File: src/rtl/midi_voice_in.sv
// MIDI serial receiver and monophonic Note On/Off decoder driving gate, note, velocity and freq.
// Optional: define MIDI_VOICE_IN_OMNI_EN to decode channel messages on all 16 channels.

package mypackage;
  localparam int FREQUENCY_WIDTH = 24;
  localparam int FREQUENCY_FRACTIONAL_BITS = 8;
  typedef logic [FREQUENCY_WIDTH-1:0] frequency;
endpackage

module midi_voice_in
  import mypackage::*;
#(
  parameter int CLOCK_HZ     = 50_000_000,
  parameter int BAUD         = 31250,
  parameter int MIDI_CHANNEL = 0
) (
  input  logic       clock,
  input  logic       reset,
  input  logic       midi_rx,
  output logic       gate,
  output logic [6:0] note,
  output logic [6:0] velocity,
  output frequency   freq,
  output logic       framing_error
);

  localparam int BIT_CYCLES = CLOCK_HZ / BAUD;
  localparam int CW = $clog2(BIT_CYCLES + 1);
  localparam logic [CW-1:0] FULL_LOAD = CW'(BIT_CYCLES - 1);
  localparam logic [CW-1:0] HALF_LOAD = CW'(BIT_CYCLES / 2 - 1);
  localparam logic [3:0] CHANNEL = 4'(MIDI_CHANNEL);

  typedef enum logic [1:0] {RX_IDLE, RX_START, RX_DATA, RX_STOP} rx_state_t;
  typedef enum logic {WAIT_D1, WAIT_D2} parse_state_t;

  // Equal-tempered pitch of MIDI note n, fixed point, rounded and saturated.
  function automatic frequency note_freq(input int n);
    real hz;
    real scaled;
    real max_val;
    hz      = 440.0 * (2.0 ** (real'(n - 69) / 12.0));
    scaled  = hz * (2.0 ** FREQUENCY_FRACTIONAL_BITS);
    max_val = (2.0 ** FREQUENCY_WIDTH) - 1.0;
    if (scaled + 0.5 >= max_val) begin
      return '1;
    end
    return frequency'($rtoi(scaled + 0.5));
  endfunction

  frequency freq_rom [0:127];

  for (genvar gi = 0; gi < 128; gi++) begin : g_rom
    localparam frequency ENTRY = note_freq(gi);
    assign freq_rom[gi] = ENTRY;
  end

  logic rx_meta_q;
  logic rx_sync_q;
  logic rx_prev_q;

  rx_state_t rx_state_q, rx_state_d;
  logic [CW-1:0] cnt_q, cnt_d;
  logic [2:0] bit_idx_q, bit_idx_d;
  logic [7:0] shift_q, shift_d;
  logic       byte_strobe_q, byte_strobe_d;
  logic [7:0] rx_byte_q, rx_byte_d;
  logic       framing_error_q, framing_error_d;

  parse_state_t parse_state_q, parse_state_d;
  logic [7:0] status_q, status_d;
  logic [6:0] d1_q, d1_d;

  logic       gate_q, gate_d;
  logic [6:0] note_q, note_d;
  logic [6:0] velocity_q, velocity_d;
  frequency   freq_q, freq_d;

  // Receiver: prev/sync falling edge arms a frame, so after a framing
  // error the line must return high before a new start bit is seen.
  always_comb begin
    rx_state_d      = rx_state_q;
    cnt_d           = cnt_q;
    bit_idx_d       = bit_idx_q;
    shift_d         = shift_q;
    byte_strobe_d   = 1'b0;
    rx_byte_d       = rx_byte_q;
    framing_error_d = 1'b0;

    case (rx_state_q)
      RX_IDLE: begin
        if (rx_prev_q && !rx_sync_q) begin
          rx_state_d = RX_START;
          cnt_d      = HALF_LOAD;
        end
      end
      RX_START: begin
        if (cnt_q == '0) begin
          if (!rx_sync_q) begin
            rx_state_d = RX_DATA;
            cnt_d      = FULL_LOAD;
            bit_idx_d  = 3'd0;
          end else begin
            rx_state_d = RX_IDLE;
          end
        end else begin
          cnt_d = cnt_q - 1'b1;
        end
      end
      RX_DATA: begin
        if (cnt_q == '0) begin
          shift_d = {rx_sync_q, shift_q[7:1]};
          cnt_d   = FULL_LOAD;
          if (bit_idx_q == 3'd7) begin
            rx_state_d = RX_STOP;
          end else begin
            bit_idx_d = bit_idx_q + 3'd1;
          end
        end else begin
          cnt_d = cnt_q - 1'b1;
        end
      end
      RX_STOP: begin
        if (cnt_q == '0) begin
          rx_state_d = RX_IDLE;
          if (rx_sync_q) begin
            byte_strobe_d = 1'b1;
            rx_byte_d     = shift_q;
          end else begin
            framing_error_d = 1'b1;
          end
        end else begin
          cnt_d = cnt_q - 1'b1;
        end
      end
      default: rx_state_d = RX_IDLE;
    endcase
  end

  logic       chan_ok;
  logic       two_byte;
  logic       msg_done;
  logic [6:0] msg_d1;
  logic [6:0] msg_d2;

  always_comb begin
`ifdef MIDI_VOICE_IN_OMNI_EN
    chan_ok = 1'b1;
`else
    chan_ok = (status_q[3:0] == CHANNEL);
`endif
    two_byte = (status_q[7:4] != 4'hC) && (status_q[7:4] != 4'hD);

    parse_state_d = parse_state_q;
    status_d      = status_q;
    d1_d          = d1_q;
    msg_done      = 1'b0;
    msg_d1        = 7'd0;
    msg_d2        = 7'd0;

    if (byte_strobe_q) begin
      if (rx_byte_q[7]) begin
        if (rx_byte_q[7:3] == 5'b11111) begin
          // Realtime bytes pass through without disturbing any message.
        end else if (rx_byte_q[7:4] == 4'hF) begin
          status_d      = 8'h00;
          parse_state_d = WAIT_D1;
        end else begin
          status_d      = rx_byte_q;
          parse_state_d = WAIT_D1;
        end
      end else if (status_q[7]) begin
        if (parse_state_q == WAIT_D1) begin
          if (two_byte) begin
            d1_d          = rx_byte_q[6:0];
            parse_state_d = WAIT_D2;
          end else begin
            msg_done = 1'b1;
            msg_d1   = rx_byte_q[6:0];
          end
        end else begin
          msg_done      = 1'b1;
          msg_d1        = d1_q;
          msg_d2        = rx_byte_q[6:0];
          parse_state_d = WAIT_D1;
        end
      end
    end
  end

  always_comb begin
    gate_d     = gate_q;
    note_d     = note_q;
    velocity_d = velocity_q;
    freq_d     = freq_q;

    if (msg_done && chan_ok) begin
      if ((status_q[7:4] == 4'h9) && (msg_d2 != 7'd0)) begin
        gate_d     = 1'b1;
        note_d     = msg_d1;
        velocity_d = msg_d2;
        freq_d     = freq_rom[msg_d1];
      end else if ((status_q[7:4] == 4'h8) || (status_q[7:4] == 4'h9)) begin
        // Only the sounding note can release; pitch is held for the release phase.
        if (gate_q && (msg_d1 == note_q)) begin
          gate_d = 1'b0;
        end
      end
    end
  end

  always_ff @(posedge clock or posedge reset) begin
    if (reset) begin
      rx_meta_q       <= 1'b1;
      rx_sync_q       <= 1'b1;
      rx_prev_q       <= 1'b1;
      rx_state_q      <= RX_IDLE;
      cnt_q           <= '0;
      bit_idx_q       <= 3'd0;
      shift_q         <= 8'h00;
      byte_strobe_q   <= 1'b0;
      rx_byte_q       <= 8'h00;
      framing_error_q <= 1'b0;
      parse_state_q   <= WAIT_D1;
      status_q        <= 8'h00;
      d1_q            <= 7'd0;
      gate_q          <= 1'b0;
      note_q          <= 7'd0;
      velocity_q      <= 7'd0;
      freq_q          <= '0;
    end else begin
      rx_meta_q       <= midi_rx;
      rx_sync_q       <= rx_meta_q;
      rx_prev_q       <= rx_sync_q;
      rx_state_q      <= rx_state_d;
      cnt_q           <= cnt_d;
      bit_idx_q       <= bit_idx_d;
      shift_q         <= shift_d;
      byte_strobe_q   <= byte_strobe_d;
      rx_byte_q       <= rx_byte_d;
      framing_error_q <= framing_error_d;
      parse_state_q   <= parse_state_d;
      status_q        <= status_d;
      d1_q            <= d1_d;
      gate_q          <= gate_d;
      note_q          <= note_d;
      velocity_q      <= velocity_d;
      freq_q          <= freq_d;
    end
  end

  assign gate          = gate_q;
  assign note          = note_q;
  assign velocity      = velocity_q;
  assign freq          = freq_q;
  assign framing_error = framing_error_q;

endmodule

File: config.mk
export PLATFORM = sky130hd
export DESIGN_NAME = midi_voice_in
export DESIGN_NICKNAME = d
export VERILOG_FILES = /design/src/rtl/midi_voice_in.sv
export SDC_FILE = /design/constraint.sdc
export NUM_CORES = 1
export LEC_CHECK = 0
export BUFFER_PORTS_ARGS = -buffer_cell sky130_fd_sc_hd__buf_2
export CAP_MARGIN = 40
export CELL_PAD_IN_SITES_DETAIL_PLACEMENT = 1
export CELL_PAD_IN_SITES_GLOBAL_PLACEMENT = 2
export CORE_ASPECT_RATIO = 1.25
export CORE_MARGIN = 3
export CORE_UTILIZATION = 34
export CTS_BUF_LIST = sky130_fd_sc_hd__clkbuf_16
export CTS_CLUSTER_DIAMETER = 50
export DETAILED_ROUTE_END_ITERATION = 8
export GPL_TIMING_DRIVEN = 1
export PLACE_DENSITY = 0.77
export SYNTH_ARGS = -nofsm -noshare
export SYNTH_HDL_FRONTEND = slang
export SYNTH_SLANG_ARGS = --single-unit
File: constraint.sdc
create_clock -name clock -period 3.6 [get_ports clock]
set_input_delay 0.36 -clock clock [delete_from_list [all_inputs] [get_ports clock]]
set_output_delay 0.36 -clock clock [all_outputs]
set_load 0.01 [all_outputs]
==> impl_metrics.json, run 1 <==
{
  "critPathCaptureType": "flip-flop",
  "swShare_pct": 33.4,
  "fill_cells": 2368,
  "grt.overflow.total": 0,
  "ir_drop_mv": 0.310,
  "ant_nets": 0,
  "final_common_cell": "nand2_1",
  "die-area_mm2": 0.0221,
  "drive_gt1_share_pct": 20.7,
  "clockPowerShare_pct": 38.4,
  "use_met3_pct": 5.09,
  "ioPinCount": 43,
  "cts_made_buffers": 9,
  "p_switching_uw": 881,
  "powerDensity_mw_per_mm2": 333,
  "top_usage_layer": "met2",
  "min_to": "rx_meta_q$_DFF_PP1_",
  "async_flop_share_pct": 100,
  "post-route-period-util_pct": 96.6,
  "hold_viol_final": 0,
  "crit_type": "reg2reg",
  "fin_hold_ws_ns": 0.101,
  "crit_path_start_kind": "flip-flop",
  "nets": 889,
  "die_w_um": 133,
  "cts_tree": "yes",
  "drt-total-wl_um": 29500,
  "coreArea_mm2": 0.0197,
  "dr.pass1.iters": 5,
  "start_util_pct": 35.1,
  "grt_use_met2_pct": 45.5,
  "synth_edf_count": 0,
  "r2r_slack_ns": 0.12,
  "hold_depth": 1,
  "clk_pin_slew_ns": 0.09,
  "synth_warnings": 0,
  "worstMarginPinSlew_ns": 0.937,
  "clock-sinks": 90,
  "ys.flop_type": "dfrtp_1",
  "final_cell_mix": "91 x nand2_1, 87 x dfrtp_1, 81 x nor2_1, 72 x o21ai_0, 57 x a21oi_1",
  "clk_latency_ns": 0.37,
  "grt_setup_unrepaired": "false",
  "cp_max_fo": 13,
  "fin_skew_ns": 0.0170,
  "power.internal_mw": 1.75,
  "area_growth_pct": 14.5,
  "r2r_start": "status_q[7]$_DFFE_PP0P_",
  "r2r_end": "freq[2]$_DFFE_PP0P_",
  "via_per_inst": 6.29,
  "drc": 0,
  "critPathRequiredTime_ns": 3.87,
  "wl_per_cell_um": 26.1,
  "critPathLaunch": "status_q[7]$_DFFE_PP0P_",
  "syn-cell-area_mm2": 0.00691,
  "run_status": "finished clean",
  "htree_levels": 3,
  "grt_pass1_vias": 7523,
  "port_buffers": 40,
  "grt_pass1_wl_um": 45600,
  "yosysUniqueCellTypes": 90,
  "fmaxAchievable_mhz": 287,
  "synth_seq_cells": 90,
  "drt_iter0_drc": 684,
  "seqPwrFrac_pct": 43.1,
  "drv_slew": 0,
  "grtUsageTotal_pct": 27.0,
  "synth.avg_cell_area_um2": 8.46,
  "diodes": 0,
  "grt_util_met1_pct": 31.8,
  "die_h_um": 165,
  "p_leak_nw": 3.43,
  "combPwrFrac_pct": 18.5,
  "place_hpwl_um": 22100,
  "hp-class": "in2reg",
  "ys_seq_area_share_pct": 32.7,
  "fin_crit_ns": 3.48,
  "grt_max_degree": 76,
  "setup-violations-final": 0,
  "via_count": 7103,
  "slew_headroom_pct": 35.9,
  "cts_resized": 0,
  "rr_worst_depth": 11,
  "cts-root-buf": "clkbuf_16",
  "critPathArrivalTime_ns": 3.75,
  "maxCapViolations": 0,
  "hp-start": "midi_rx",
  "clk_path_buf_depth": 2,
  "gp_congestion": 1.03,
  "row_count": 57,
  "syn_inst": 816,
  "grt_antenna_before_repair": 0,
  "setup_tns_ns": 0
}
-- critical path: stages, from the launching register on --
cell and delay, ns:
dfrtp_1 0.53, and3b_1 0.48, o211ai_2 0.13, buf_4 0.21, ha_1 0.24, a2111oi_2 0.33
buf_4 0.22, a211o_1 0.13, a21oi_1 0.07, a211oi_1 0.56, o211ai_1 0.27, o21a_1 0.23
-- how the worst max path moves through the flow --
stage	endpoint	slack, ns
after global placement	freq[10]$_DFFE_PP0P_	0.25
after global routing	freq[10]$_DFFE_PP0P_	0.02
after floorplan	freq[14]$_DFFE_PP0P_	0.25
after detailed placement	freq[10]$_DFFE_PP0P_	0.20
final	freq[2]$_DFFE_PP0P_	0.12
after CTS	freq[10]$_DFFE_PP0P_	0.19
-- power by group through the flow --
stage | Clock, mW | Sequential, mW | Combinational [mW]
after floorplan | 0 | 1.14 | 0.377
after global placement | 0 | 1.15 | 0.458
after detailed placement | 0 | 1.16 | 0.493
after CTS | 1.04 | 1.13 | 0.497
after global routing | 1.09 | 1.15 | 0.576
final | 1.01 | 1.13 | 0.487
-- area by class of cell --
cell class / instances / area [um^2] / area share (%)
clock inverters: 7 / 76.3 / 0.965
repair buffers: 98 / 701 / 8.86
inverters: 18 / 68.8 / 0.870
multi-input cells: 643 / 4250 / 53.7
well taps: 265 / 332 / 4.19
clock buffers: 9 / 225 / 2.85
flip-flops and latches: 90 / 2260 / 28.5
-- per-layer routing --
layer / vias up / wire length, um
met1: 3538 / 11600
li1: 3146 / -
met3: 126 / 1840
met2: 293 / 14000
met5: - / 0
met4: 0 / 1940
-- state kept, by name (all words and copies together), names as in the netlist, 3 cells and up, named ones only --
register and count:
bit_idx_q 3, cnt_q 11, d1_q 7, freq 22
note 7, rx_byte_q 8, shift_q 8, status_q 8
velocity 7
-- Yosys cell counts (5+ instances only) --
master	instances	share of area (%)
nor3_1	26	1.9
o221ai_1	5	0.63
o22ai_1	18	1.6
a21oi_1	58	4.2
a211oi_1	16	1.7
xnor2_1	7	0.89
a21o_1	7	0.76
buf_4	10	1.1
ha_1	26	4.7
buf_2	21	1.5
and2_1	5	0.45
buf_6	6	0.98
a2111oi_0	5	0.63
nand2_1	91	4.9
a311oi_1	5	0.63
inv_1	16	0.87
o2111ai_1	5	0.63
o31a_1	5	0.63
nand3_1	14	1.0
nand4_1	5	0.45
o21ai_0	73	5.3
a221oi_1	7	0.89
a21boi_0	5	0.54
mux2_2	27	4.4
o21a_1	6	0.65
nor2_1	81	4.4
dfrtp_1	87	32
mux2i_1	7	1.0
o211ai_1	14	1.5
clkbuf_1	27	1.5
a22o_1	9	1.1
a31oi_1	14	1.3
-- per-stage QoR --
| step | utilization [%] | total power [mW] | instance area (um^2) | setup slack [ns] | cells |
|---|---|---|---|---|---|
| after floorplan | - | 1.51 | 6910 | 0.251 | 817 |
| after global placement | 38.6 | 1.61 | 7590 | 0.249 | 1112 |
| after detailed placement | 38.6 | 1.65 | 7600 | 0.200 | 1113 |
| after CTS | 40.2 | 2.67 | 7910 | 0.193 | 1130 |
| after global routing | 40.2 | 2.81 | 7910 | 0.0238 | 1130 |
| final | 40.2 | 2.63 | 7910 | 0.121 | 1130 |
-- repair_timing --
action                                 CTS  global route
setup buffers                            0             0
endpoints found under the hold margin   15             0
hold buffers                             1             0
-- kinds of logic after synthesis --
kind of cell | count (synthesis) | share of synthesized area (%)
and+or+nand+nor | 256 | 17.4
adders and majority gates | 26 | 4.71
muxes | 37 | 6.05
DFF | 90 | 32.7
AOI/OAI and AO/OA | 315 | 32.1
other | 1 | 0.0543
xor gates and xnor gates | 7 | 0.888
buffers and inverters | 84 | 6.16
Note: power is estimated with default switching activity, not from simulation.
==> run 2, diff against run 1 <==
--- a/config.mk
+++ b/config.mk
@@ -11,12 +11,12 @@
 export CELL_PAD_IN_SITES_GLOBAL_PLACEMENT = 2
 export CORE_ASPECT_RATIO = 1.25
 export CORE_MARGIN = 3
-export CORE_UTILIZATION = 34
+export CORE_UTILIZATION = 41
 export CTS_BUF_LIST = sky130_fd_sc_hd__clkbuf_16
 export CTS_CLUSTER_DIAMETER = 50
 export DETAILED_ROUTE_END_ITERATION = 8
 export GPL_TIMING_DRIVEN = 1
-export PLACE_DENSITY = 0.77
+export PLACE_DENSITY = 0.87
 export SYNTH_ARGS = -nofsm -noshare
 export SYNTH_HDL_FRONTEND = slang
 export SYNTH_SLANG_ARGS = --single-unit
==> constraint.sdc (replaced) <==
create_clock -name clock -period 4.3 [get_ports clock]
set_input_delay 0.43 -clock clock [delete_from_list [all_inputs] [get_ports clock]]
set_output_delay 0.43 -clock clock [all_outputs]
set_load 0.01 [all_outputs]
==> run 2 against run 1 <==
Net effect:
- first-iteration DRC count increased by 17%
- count of clock-buffer cells in the layout stayed put
- sequential share of layout area rose by 0.75 points
- sequential power is 16% lower
- cell count fell by 5.8%
- utilization up 7.0 points
- non-clock buffer count down 17
- critical path type unchanged
- largest cell class unchanged
- critical path depth is the same
- design area decreased by 2.5%
- largest power group unchanged
==> impl_metrics.json, run 2 (synthesized netlist as in run 1, its figures left out) <==
{
  "run_status": "finished clean",
  "final_common_cell": "nand2_1",
  "hold_depth": 1,
  "dr.pass1.iters": 6,
  "swShare_pct": 32.2,
  "r2r_end": "freq[18]$_DFFE_PP0P_",
  "powerDensity_mw_per_mm2": 291,
  "final_cell_mix": "91 x nand2_1, 87 x dfrtp_1, 81 x nor2_1, 72 x o21ai_0, 57 x a21oi_1",
  "via_count": 7099,
  "die_w_um": 122,
  "largest_register_ffs": 22,
  "cp_max_fo": 10,
  "maxCapViolations": 0,
  "grt_pass1_wl_um": 45500,
  "grt_max_degree": 47,
  "setup-violations-final": 0,
  "fin_skew_ns": 0.0148,
  "start_util_pct": 42.3,
  "worstMarginPinSlew_ns": 0.932,
  "p_leak_nw": 3.34,
  "grt_pass1_vias": 7538,
  "crit_path_start_kind": "flip-flop",
  "slew_headroom_pct": 37.8,
  "drc": 0,
  "cts_resized": 0,
  "clk_pin_slew_ns": 0.07,
  "r2r_slack_ns": 0.73,
  "grt.overflow.total": 0,
  "cts-root-buf": "clkbuf_16",
  "coreArea_mm2": 0.0163,
  "fin_hold_ws_ns": 0.174,
  "critPathCaptureType": "flip-flop",
  "r2r_start": "status_q[7]$_DFFE_PP0P_",
  "drt_iter0_drc": 799,
  "clock-sinks": 90,
  "hold_viol_final": 0,
  "combPwrFrac_pct": 18.8,
  "setup_tns_ns": 0,
  "critPathArrivalTime_ns": 3.82,
  "cts_setup_buffers": 0,
  "p_switching_uw": 724,
  "hp-class": "in2reg",
  "critPathRequiredTime_ns": 4.55,
  "crit_type": "reg2reg",
  "nets": 872,
  "gp_congestion": 0.974,
  "htree_levels": 3,
  "worst_slack_ns": 0.730,
  "clk_path_buf_depth": 2,
  "power.internal_mw": 1.52,
  "drive_gt1_share_pct": 19.2,
  "post-route-period-util_pct": 83.0,
  "drv_slew": 0,
  "seqPwrFrac_pct": 42.4,
  "ant_nets": 0,
  "ir_drop_mv": 0.376,
  "die_h_um": 151,
  "grt_setup_unrepaired": "false",
  "via_per_inst": 6.67,
  "place_hpwl_um": 21900,
  "ioPinCount": 43,
  "diodes": 0,
  "grt_antenna_before_repair": 0,
  "cts_made_buffers": 9,
  "ctsHoldBuffers": 0,
  "hp-start": "midi_rx",
  "fin_crit_ns": 3.57,
  "rr_worst_depth": 11,
  "die-area_mm2": 0.0184,
  "drt-total-wl_um": 29700,
  "clk_latency_ns": 0.36,
  "fmaxAchievable_mhz": 280,
  "min_to": "rx_meta_q$_DFF_PP1_",
  "clockPowerShare_pct": 38.9,
  "port_buffers": 40,
  "row_count": 52,
  "area_growth_pct": 11.6,
  "wl_per_cell_um": 27.9,
  "cts_tree": "yes",
  "grtUsageTotal_pct": 32.8,
  "finalPower_mw": 2.25,
  "dp_slack_ns": 0.783
}
## run 2: power groups by stage
stage	Clock (mW)	Combinational (mW)	Sequential, mW
2_1_floorplan	0	0.315	0.951
3_3_place_gp	0	0.373	0.963
3_5_place_dp	0	0.415	0.968
4_1_cts	0.891	0.426	0.951
5_1_grt	0.925	0.483	0.959
6_report	0.872	0.422	0.952
## run 2: cell type report
| cell class | instances | area, um^2 |
|---|---|---|
| fill | 1970 | 8620 |
| inverter | 18 | 68.8 |
| multi-input combinational | 643 | 4250 |
| timing repair buffer | 81 | 542 |
| sequential | 90 | 2260 |
| clock inverter | 7 | 95.1 |
| tap | 216 | 270 |
| clock buffer | 9 | 225 |
## run 2: metrics by stage
| stage | utilization, % | instance area (um^2) | std cells |
|---|---|---|---|
| after detailed placement | 45.2 | 7380 | 1047 |
| after global placement | 45.0 | 7340 | 1045 |
| after CTS | 47.2 | 7700 | 1063 |
| final | 47.2 | 7710 | 1064 |
| after global routing | 47.2 | 7710 | 1064 |
| after floorplan | - | 6910 | 817 |
## run 2: worst max path at each step
| stage | start | end | slack, ns | cells after the start |
|---|---|---|---|---|
| detailed placement | status_q[7]$_DFFE_PP0P_ | freq[14]$_DFFE_PP0P_ | 0.78 | 11 |
| global route | rx_byte_q[0]$_DFFE_PP0P_ | freq[10]$_DFFE_PP0P_ | 0.51 | 12 |
| finish | status_q[7]$_DFFE_PP0P_ | freq[18]$_DFFE_PP0P_ | 0.73 | 11 |
| floorplan | rx_byte_q[7]$_DFFE_PP0P_ | freq[14]$_DFFE_PP0P_ | 0.95 | 13 |
| CTS | status_q[7]$_DFFE_PP0P_ | freq[14]$_DFFE_PP0P_ | 0.77 | 11 |
| global placement | parse_state_q$_DFFE_PP0P_ | freq[10]$_DFFE_PP0P_ | 0.72 | 13 |
## run 2: layer usage
metal	up-vias	part of all wire (%)	global-route usage, %
li1	3116	-	-
met1	3518	39	39.7
met2	330	48	54.8
met3	135	5.7	4.52
met4	0	7.3	20.5
met5	-	0	0
## run 2: worst max-delay path, stage by stage (launching register included)
cell	delay [ns]
dfrtp_1	0.51
and3b_1	0.45
o211ai_2	0.27
inv_2	0.33
ha_1	0.26
buf_4	0.23
inv_1	0.11
ha_1	0.26
or3_1	0.39
a31oi_1	0.26
o22ai_1	0.15
a22o_1	0.23
